--- config.mk ---
export PLATFORM = sky130hd
export DESIGN_NAME = gen_cond_op_pipe
export DESIGN_NICKNAME = d
export VERILOG_FILES = /design/src/rtl/gen_cond_op_pipe.sv
export SDC_FILE = /design/constraint.sdc
export NUM_CORES = 1
export LEC_CHECK = 0
export CAP_MARGIN = 25
export CORE_MARGIN = 3
export CORE_UTILIZATION = 53
export CTS_CLUSTER_SIZE = 16
export DETAILED_ROUTE_END_ITERATION = 6
export PLACE_DENSITY = 0.81
export SETUP_SLACK_MARGIN = 0.05
export SYNTH_ARGS = -nofsm -noshare
export SYNTH_HDL_FRONTEND = slang
export SYNTH_SLANG_ARGS = --single-unit
--- constraint.sdc ---
create_clock -name clk -period 3.5 [get_ports clk]
set_clock_uncertainty 0.2 [all_clocks]
set_input_delay 0.7 -clock clk [delete_from_list [all_inputs] [get_ports clk]]
set_output_delay 0.7 -clock clk [all_outputs]
set_load 0.02 [all_outputs]
--- src/rtl/gen_cond_op_pipe.sv ---
// Multi-lane datapath whose per-lane op is fixed at elaboration by a generate-if chain,
// with optional per-lane accumulation, a valid/ready register pipeline and a transfer counter.
module gen_cond_op_pipe #(
  parameter int unsigned WIDTH  = 8,
  parameter int unsigned LANES  = 2,
  parameter int unsigned STAGES = 2,
  parameter int unsigned MODE   = 0,
  parameter int unsigned K      = 1,
  parameter int unsigned MASK   = 32'hF0,
  parameter int unsigned ACC_EN = 0
) (
  input  logic                   clk,
  input  logic                   rst_n,
  input  logic                   clear,
  input  logic                   in_valid,
  output logic                   in_ready,
  input  logic [LANES*WIDTH-1:0] in_data,
  output logic                   out_valid,
  input  logic                   out_ready,
  output logic [LANES*WIDTH-1:0] out_data,
  output logic [15:0]            xfer_count
);

  localparam int unsigned DW = LANES * WIDTH;
  localparam logic [WIDTH-1:0] KW    = WIDTH'(K);
  localparam logic [WIDTH-1:0] MaskW = WIDTH'(MASK);

  logic [STAGES-1:0] v_q;
  logic [DW-1:0]     d_q [STAGES];
  logic [STAGES-1:0] adv;
  logic [DW-1:0]     load_data;
  logic              accept;
  logic [15:0]       xfer_q;

  // A stage may load when it is empty or its contents move on this cycle.
  always_comb begin
    adv = '0;
    adv[STAGES-1] = !v_q[STAGES-1] || out_ready;
    for (int i = int'(STAGES) - 2; i >= 0; i--) begin
      adv[i] = !v_q[i] || adv[i+1];
    end
  end

  assign in_ready = rst_n && adv[0];
  assign accept   = in_valid && in_ready;

  for (genvar l = 0; l < LANES; l++) begin : g_lane
    logic [WIDTH-1:0] x;
    logic [WIDTH-1:0] y;

    assign x = in_data[l*WIDTH +: WIDTH];

    if (MODE == 0) begin : g_add
      assign y = x + KW;
    end else if ((MODE == 1) && (WIDTH > 1)) begin : g_dbl
      assign y = {x[WIDTH-2:0], 1'b0};
    end else if ((MODE % 4 == 2) && (MODE < 4)) begin : g_and
      assign y = x & MaskW;
    end else if (MODE * 2 == 6) begin : g_xor
      assign y = x ^ MaskW;
    end else begin : g_pass
      assign y = x;
    end

    if (ACC_EN != 0) begin : g_acc
      logic [WIDTH-1:0] acc_q;
      logic [WIDTH-1:0] acc_sum;

      // A clear in the accept cycle makes this beat start from zero.
      assign acc_sum = (clear ? '0 : acc_q) + y;

      always_ff @(posedge clk or negedge rst_n) begin
        if (!rst_n) begin
          acc_q <= '0;
        end else if (accept) begin
          acc_q <= acc_sum;
        end else if (clear) begin
          acc_q <= '0;
        end
      end

      assign load_data[l*WIDTH +: WIDTH] = acc_sum;
    end else begin : g_noacc
      assign load_data[l*WIDTH +: WIDTH] = y;
    end
  end

  always_ff @(posedge clk or negedge rst_n) begin
    if (!rst_n) begin
      v_q <= '0;
      for (int i = 0; i < int'(STAGES); i++) begin
        d_q[i] <= '0;
      end
    end else begin
      if (adv[0]) begin
        v_q[0] <= accept;
        if (accept) begin
          d_q[0] <= load_data;
        end
      end
      for (int i = 1; i < int'(STAGES); i++) begin
        if (adv[i]) begin
          v_q[i] <= v_q[i-1];
          if (v_q[i-1]) begin
            d_q[i] <= d_q[i-1];
          end
        end
      end
    end
  end

  always_ff @(posedge clk or negedge rst_n) begin
    if (!rst_n) begin
      xfer_q <= '0;
    end else if (clear) begin
      xfer_q <= accept ? 16'd1 : 16'd0;
    end else if (accept) begin
      xfer_q <= xfer_q + 16'd1;
    end
  end

  assign out_valid  = v_q[STAGES-1];
  assign out_data   = d_q[STAGES-1];
  assign xfer_count = xfer_q;

endmodule
==> impl_summary.log, run 1 <==
INFO  metric timing.fmax = 329.1 MHz
INFO  metric worst_tran_pin_value = 0.6988 ns
INFO  metric criticalPathCategory = in2out
INFO  metric cp_data_arrival_time = 2.14 ns
INFO  metric drc = 0
INFO  metric reg2reg_slack = 1.38 ns
INFO  metric timing.final.hold_violations = 0
INFO  metric die_h = 72.82 um
INFO  metric rsz0062_at_grt = false
INFO  metric post_route_cells_drive_above_1_share = 10.45%
INFO  metric rr_startpoint = v_q[0]$_DFFE_PN0N_
INFO  metric setup.worst_path.end_class = output pin
INFO  metric floorplan.die.width = 72.82 um
INFO  metric postCtsSetupBuffers = 0
INFO  metric ctsHtreeMaxLevel = 2
INFO  metric grt_max_degree = 33
INFO  metric final_setup_violation_count = 0
INFO  metric tritoncts_buffers = 5
INFO  metric nets = 291
INFO  metric floorplan.rows = 23
INFO  metric max_slew_margin = 53.30%
INFO  metric avgRoutedWirePerCell = 14.01 um
INFO  metric outcome = completed
INFO  metric synth_area_leader_cell = sky130_fd_sc_hd__dfrtp_1
INFO  metric num_antenna_cells = 0
INFO  metric yosysSeqAreaShare = 52.88%
INFO  metric first_iter_violations = 93
INFO  metric ys_top_cells_by_area = sky130_fd_sc_hd__dfrtp_1, sky130_fd_sc_hd__mux2_2, sky130_fd_sc_hd__buf_4
INFO  metric grt_use_total = 18.40%
INFO  metric syn_inst = 225
INFO  metric place.gp.congestion = 0.8362
INFO  metric initial_core_util = 57.10%
INFO  metric critPathMaxFanout = 6
INFO  metric cp-start-kind = input pin
INFO  metric power.leakage = 0.001222 uW
INFO  metric setup_ws = 0.4616 ns
INFO  metric finalWirelength = 4.455 mm
INFO  metric placed_cells_incl_taps = 310
INFO  metric critical_path.reg2reg.endpoint = xfer_count[15]$_DFFE_PN0P_
INFO  metric grt_antenna_before_repair = 0
INFO  metric viasPerCell = 5.343
INFO  metric postCtsHoldBufs = 0
INFO  metric synth-seq-cells = 50
INFO  metric clockRootBuffer = sky130_fd_sc_hd__clkbuf_8
INFO  metric via_count = 1699
INFO  metric final_min_period_over_clock_period = 86.81%
INFO  metric syn_area = 0.002366 mm2
INFO  metric layout.cells.non_filler = 318
INFO  metric grt_pass1_vias = 1618
INFO  metric synthToLayoutAreaGrowth = 23.80%
INFO  metric cts_num_sinks = 50
INFO  metric port-buffer-count = 54
INFO  metric finalWorstPathRequiredPeriod = 3.038 ns
INFO  metric final_worst_hold_slack = 0.03634 ns
INFO  metric io_pins = 55
INFO  metric synth.net_count = 249
INFO  metric crit_required = 2.60 ns
INFO  metric synth_top_area_share = 52.88%
INFO  metric detailed_place_hpwl = 3.297 mm
INFO  metric hp-class = in2async
INFO  metric clk-insertion-delay-late = 0.30 ns
INFO  metric gr-total-overflow = 0
INFO  metric timing.max_cap.violations = 0
INFO  metric core-area = 0.004144 mm2
INFO  metric yosysWarnings = 0
INFO  metric wire_length_of_the_first_global_routing_pass = 7.548 mm
INFO  metric cts_repair_resize_count = 0
INFO  metric drtPass1Iterations = 4
INFO  metric setup-tns-final = 0 ns
INFO  metric postRouteAntennaNets = 0
INFO  metric power_dens_cells = 482.0 mW/mm2
INFO  metric clock_tree.buffer_depth = 2
INFO  metric final-max-slew-violation-count = 0
INFO  metric dieArea = 0.005302 mm2
INFO  metric preCtsSetupSlack = 0.4597 ns
INFO  metric syn-mean-instance-area = 10.52 um2
INFO  metric irDropWorstVdd = 0.3507 mV
INFO  metric tritoncts_clock_tree = yes
INFO  metric synthDistinctLibCells = 28
INFO  metric r2r.worst_path.cells = 4
INFO  metric clk_pin_slew_worst_paths = 0.09 ns
## synth_stat cells, drive strengths merged
library cell	instances
nor3	2
and3b	1
xor2	9
xnor2	10
clkbuf	5
inv	2
buf	17
a21oi	9
or3	5
and3	4
or4	4
and4	1
nand3	13
nand4	4
nand2b	2
and2	2
ha	3
o31ai	4
dfrtp	50
nor2	8
nand3b	1
mux2	16
o21ai	18
nand2	31
nand4b	1
nor2b	1
nor4	2
## cells in the final DEF (no fill, tap or decap)
| cell type | n |
|---|---|
| sky130_fd_sc_hd__clkdlybuf4s50_1 | 53 |
| sky130_fd_sc_hd__dfrtp_1 | 50 |
| sky130_fd_sc_hd__nand2_1 | 31 |
| sky130_fd_sc_hd__o21ai_0 | 18 |
| sky130_fd_sc_hd__mux2_2 | 16 |
| sky130_fd_sc_hd__nand3_1 | 13 |
| sky130_fd_sc_hd__xnor2_1 | 10 |
| sky130_fd_sc_hd__a21oi_1 | 9 |
| sky130_fd_sc_hd__xor2_1 | 9 |
| sky130_fd_sc_hd__nor2_1 | 8 |
| sky130_fd_sc_hd__or3_1 | 5 |
| sky130_fd_sc_hd__clkbuf_8 | 5 |
| sky130_fd_sc_hd__nand4_1 | 4 |
| sky130_fd_sc_hd__o31ai_1 | 4 |
| sky130_fd_sc_hd__or4_1 | 4 |
| sky130_fd_sc_hd__and3_1 | 4 |
| sky130_fd_sc_hd__ha_1 | 3 |
| sky130_fd_sc_hd__buf_4 | 3 |
| sky130_fd_sc_hd__and2_1 | 2 |
| sky130_fd_sc_hd__inv_1 | 2 |
| sky130_fd_sc_hd__nor4_1 | 2 |
| sky130_fd_sc_hd__nor3_1 | 2 |
| sky130_fd_sc_hd__nand2b_1 | 2 |
| sky130_fd_sc_hd__nand3b_1 | 1 |
| sky130_fd_sc_hd__and3b_4 | 1 |
| sky130_fd_sc_hd__and4_1 | 1 |
| sky130_fd_sc_hd__nand4b_1 | 1 |
| sky130_fd_sc_hd__nor2b_1 | 1 |
| sky130_fd_sc_hd__clkinv_4 | 1 |
| sky130_fd_sc_hd__clkinv_2 | 1 |
| sky130_fd_sc_hd__clkbuf_1 | 1 |
| sky130_fd_sc_hd__buf_2 | 1 |
## flip-flops by register name, indices dropped and copies added, names as in the netlist
signal / cells
d_q: 16
v_q: 2
xfer_count: 16
out_data: 16
## worst max path at each step
stage	start	to	slack, ns
2_1_floorplan	out_ready	xfer_count[13]$_DFFE_PN0P_	1.21
3_3_place_gp	out_ready	in_ready	0.47
3_5_place_dp	out_ready	in_ready	0.46
4_1_cts	out_ready	in_ready	0.46
5_1_grt	out_ready	in_ready	0.38
6_report	out_ready	in_ready	0.46
## metal layers
layer / GRT usage (%) / routed length [um] / vias to the layer above / part of all wire (%)
li1: - / - / 851 / -
met5: 0 / 0 / - / 0
met4: 6.148 / 77 / 0 / 1.7
met1: 24.91 / 2019 / 806 / 45
met2: 29.26 / 2190 / 35 / 49
met3: 4.270 / 167 / 7 / 3.7
## report_power, final
part,switching (uW),internal (uW)
clock network,187,141
logic,173,194
registers,48.6,667
## logic make-up after synthesis
logic type                 Yosys count  synth area share (%)
DFF                                 50                 52.88
xor gates and xnor gates            19                 7.033
muxes                               16                 7.615
buffers and inverters               24                 6.399
adders and majority gates            3                 1.587
AOI/OAI and AO/OA                   31                 6.981
and+or+nand+nor                     82                 17.50
## worst max-delay path: stages
cell,delay (ns)
sky130_fd_sc_hd__clkdlybuf4s50_1,0.48
sky130_fd_sc_hd__nand3b_1,0.21
sky130_fd_sc_hd__and2_1,0.15
sky130_fd_sc_hd__clkdlybuf4s50_1,0.60
## layout make-up
class | count | area [um2]
Clock inverter | 2 | 13.76
Timing Repair Buffer | 57 | 558.0
Sequential cell | 50 | 1251
Fill cell | 336 | 1215
Tap cell | 50 | 62.56
Inverter | 2 | 7.507
Multi-Input combinational cell | 151 | 963.4
Clock buffer | 6 | 72.57
## through the flow
step	util (%)	total power (uW)	area, um2
3_5_place_dp	68.60	1100	2843
4_1_cts	70.68	1428	2929
2_1_floorplan	-	986.7	2366
6_report	70.68	1412	2929
5_1_grt	70.68	1500	2929
3_3_place_gp	68.60	1091	2843
(Power assumes the default switching activity.)
==> inputs of run 2 (changes only) <==
- CORE_MARGIN: 3 -> 5
- RECOVER_POWER: default -> 100
==> run 2 against run 1 <==
Against the previous run:
- fmax shrank 3.4%
- cell count grew 0.31%
- clock power about the same
- die area increased by 11%
- global-route usage fell by 1.7 points
- via count is 1.4% higher
==> impl_summary.log, run 2 (synthesized netlist as in run 1, its figures left out) <==
INFO  metric timing.fmax = 318.0 MHz (was 329.1 MHz)
INFO  metric cp_data_arrival_time = 2.24 ns (was 2.14 ns)
INFO  metric tritoncts_buffers = 5 (unchanged)
INFO  metric port-buffer-count = 54 (unchanged)
INFO  metric die_h = 76.82 um (was 72.82 um)
INFO  metric postCtsHoldBufs = 0 (unchanged)
INFO  metric grt_use_total = 16.67% (was 18.40%)
INFO  metric wire_length_of_the_first_global_routing_pass = 7.941 mm (was 7.548 mm)
INFO  metric cp_top_family = buffers and inverters (unchanged)
INFO  metric final_setup_violation_count = 0 (unchanged)
INFO  metric floorplan.die.width = 76.82 um (was 72.82 um)
INFO  metric num_antenna_cells = 0 (unchanged)
INFO  metric cts_num_sinks = 50 (unchanged)
INFO  metric power_dens_cells = 472.9 mW/mm2 (was 482.0 mW/mm2)
INFO  metric worst_tran_pin_value = 1.223 ns (was 0.6988 ns)
INFO  metric avgRoutedWirePerCell = 14.11 um (was 14.01 um)
INFO  metric setup-tns-final = 0 ns (unchanged)
INFO  metric irDropWorstVdd = 0.3025 mV (was 0.3507 mV)
INFO  metric power.leakage = 0.001279 uW (was 0.001222 uW)
INFO  metric final_area = 0.002920 mm2 (was 0.002929 mm2)
INFO  metric first_iter_violations = 53 (was 93)
INFO  metric via_count = 1722 (was 1699)
INFO  metric grt_pass1_vias = 1728 (was 1618)
INFO  metric criticalPathCategory = in2out (unchanged)
INFO  metric slowest_stage = sky130_fd_sc_hd__dlygate4sd3_1 (was sky130_fd_sc_hd__clkdlybuf4s50_1)
INFO  metric tritoncts_clock_tree = yes (unchanged)
INFO  metric layout.cells.most_common = sky130_fd_sc_hd__dfrtp_1 (was sky130_fd_sc_hd__clkdlybuf4s50_1)
INFO  metric timing.max_cap.violations = 0 (unchanged)
INFO  metric finalWorstPathRequiredPeriod = 3.145 ns (was 3.038 ns)
INFO  metric most-common-layout-cells = sky130_fd_sc_hd__dfrtp_1, sky130_fd_sc_hd__dlygate4sd3_1, sky130_fd_sc_hd__nand2_1 (was sky130_fd_sc_hd__clkdlybuf4s50_1, sky130_fd_sc_hd__dfrtp_1, sky130_fd_sc_hd__nand2_1)
INFO  metric critPathMaxFanout = 6 (unchanged)
INFO  metric internal_power = 973.6 uW (was 1003 uW)
INFO  metric io_pins = 55 (unchanged)
INFO  metric core-area = 0.004354 mm2 (was 0.004144 mm2)
INFO  metric drc = 0 (unchanged)
INFO  metric sequentialPowerShare = 51.5% (was 50.7%)
INFO  metric initial_core_util = 54.34% (was 57.10%)
INFO  metric clk_pin_slew_worst_paths = 0.10 ns (was 0.09 ns)
INFO  metric final-max-slew-violation-count = 0 (unchanged)
INFO  metric p_sw = 407.5 uW (was 409.2 uW)
INFO  metric synthToLayoutAreaGrowth = 23.43% (was 23.80%)
INFO  metric floorplan.rows = 24 (was 23)
INFO  metric post_route_cells_drive_above_1_share = 9.363% (was 10.45%)
INFO  metric nets = 291 (unchanged)
INFO  metric finalWirelength = 4.502 mm (was 4.455 mm)
INFO  metric grt_max_degree = 33 (unchanged)
INFO  metric crit_path_buf_inv_count = 2 (unchanged)
INFO  metric max_slew_margin = 18.46% (was 53.30%)
INFO  metric dieArea = 0.005901 mm2 (was 0.005302 mm2)
INFO  metric clock_tree.buffer_depth = 2 (unchanged)
INFO  metric cts_repair_resize_count = 0 (unchanged)
INFO  metric final_worst_hold_slack = 0.2680 ns (was 0.03634 ns)
INFO  metric rsz0062_at_grt = false (unchanged)
INFO  metric drtPass1Iterations = 4 (unchanged)
INFO  metric max_stage_delay = 0.55 ns (was 0.60 ns)
INFO  metric gr-total-overflow = 0 (unchanged)
INFO  metric final_min_period_over_clock_period = 89.85% (was 86.81%)
INFO  metric hp-class = in2async (unchanged)
INFO  metric postCtsSetupBuffers = 0 (unchanged)
INFO  metric clock_power_share = 23.5% (was 23.3%)
INFO  metric placed_area = 0.002845 mm2 (was 0.002843 mm2)
INFO  metric grt_antenna_before_repair = 0 (unchanged)
INFO  metric detailed_place_hpwl = 3.339 mm (was 3.297 mm)
INFO  metric ctsHtreeMaxLevel = 2 (unchanged)
INFO  metric crit_required = 2.60 ns (about the same)
INFO  metric timing.final.hold_violations = 0 (unchanged)
INFO  metric switching_share = 29.50% (was 28.98%)
INFO  metric place.gp.congestion = 0.8200 (was 0.8362)
INFO  metric reg2reg_slack = 1.34 ns (was 1.38 ns)
INFO  metric clk-insertion-delay-late = 0.30 ns (about the same)
INFO  metric viasPerCell = 5.398 (was 5.343)
INFO  metric power.combinational.fraction = 24.9% (was 26.0%)
INFO  metric cp-start-kind = input pin (unchanged)
INFO  metric crit_path_cell_trace = dlygate4sd3_1 > nand3b_1 > and2_1 > clkdlybuf4s50_1 (was clkdlybuf4s50_1 > nand3b_1 > and2_1 > clkdlybuf4s50_1)
INFO  metric outcome = completed (unchanged)
INFO  metric postRouteAntennaNets = 0 (unchanged)
INFO  metric clockRootBuffer = sky130_fd_sc_hd__clkbuf_8 (unchanged)
INFO  metric setup.worst_path.end_class = output pin (unchanged)
==> run 2: changes by cell type in the layout (fill, tap and decap cells not counted), sizes merged <==
cell / before / now
buf: 4 / 1
clkdlybuf4s50: 53 / 19
dlygate4sd3: 0 / 34
clkinv: 2 / 0
clkinvlp: 0 / 2
clkbuf: 6 / 8
==> run 2: worst reg2reg max path: cells and delay by family, from the launching register on <==
kind | cells | cell delay, ns
AOI/OAI and AO/OA | 1 | 0.24
buffers and inverters | 1 | 0.85
DFF | 1 | 0.41
and+or+nand+nor | 2 | 0.30
==> run 2: worst paths after layout <==
| path | cells past startpoint | start | endpoint |
|---|---|---|---|
| hold / removal | 2 | rst_n | out_data[8]$_DFFE_PN0P_ |
| min in group clk | 2 | d_q[23]$_DFFE_PN0P_ | d_q[23]$_DFFE_PN0P_ |
| max in group asynchronous | 2 | rst_n | out_data[7]$_DFFE_PN0P_ |
| setup / recovery | 4 | out_ready | in_ready |
| hold reg to reg | 2 | d_q[23]$_DFFE_PN0P_ | d_q[23]$_DFFE_PN0P_ |
| setup reg to reg | 4 | v_q[1]$_DFFE_PN0P_ | d_q[19]$_DFFE_PN0P_ |
==> run 2: area by class of cell <==
class	count	area [um2]
Fill cell	346	1434
Sequential cell	50	1251
Multi-Input combinational cell	151	963.4
Timing Repair Buffer	57	549.3
Clock buffer	5	68.82
Tap cell	52	65.06
Clock inverter	2	15.01
Inverter	2	7.507
==> run 2: power by group through the flow <==
stage / Clock, uW / Sequential [uW] / Combinational, uW
6_report: 325 / 712 / 344
2_1_floorplan: 0 / 718 / 269
3_3_place_gp: 0 / 724 / 368
5_1_grt: 352 / 727 / 377
4_1_cts: 327 / 716 / 375
3_5_place_dp: 0 / 727 / 374
==> run 2: metrics by stage <==
stage                     std cells  power (uW)  util [%]  worst slack, ns
final                           319        1381     67.07           0.3554
after floorplan                 225       986.7         -            1.214
after global placement          312        1092     65.34           0.4793
after detailed placement        312        1101     65.34           0.4713
after global routing            319        1456     67.07           0.2835
after CTS                       319        1419     67.27           0.4668
==> run 2: layer usage <==
layer / up-vias / wire (um) / global-route usage (%)
met1: 830 / 1895 / 20.08
li1: 855 / - / -
met2: 28 / 2332 / 28.35
met4: 0 / 81 / 7.343
met3: 9 / 192 / 3.747
met5: - / 0 / 0
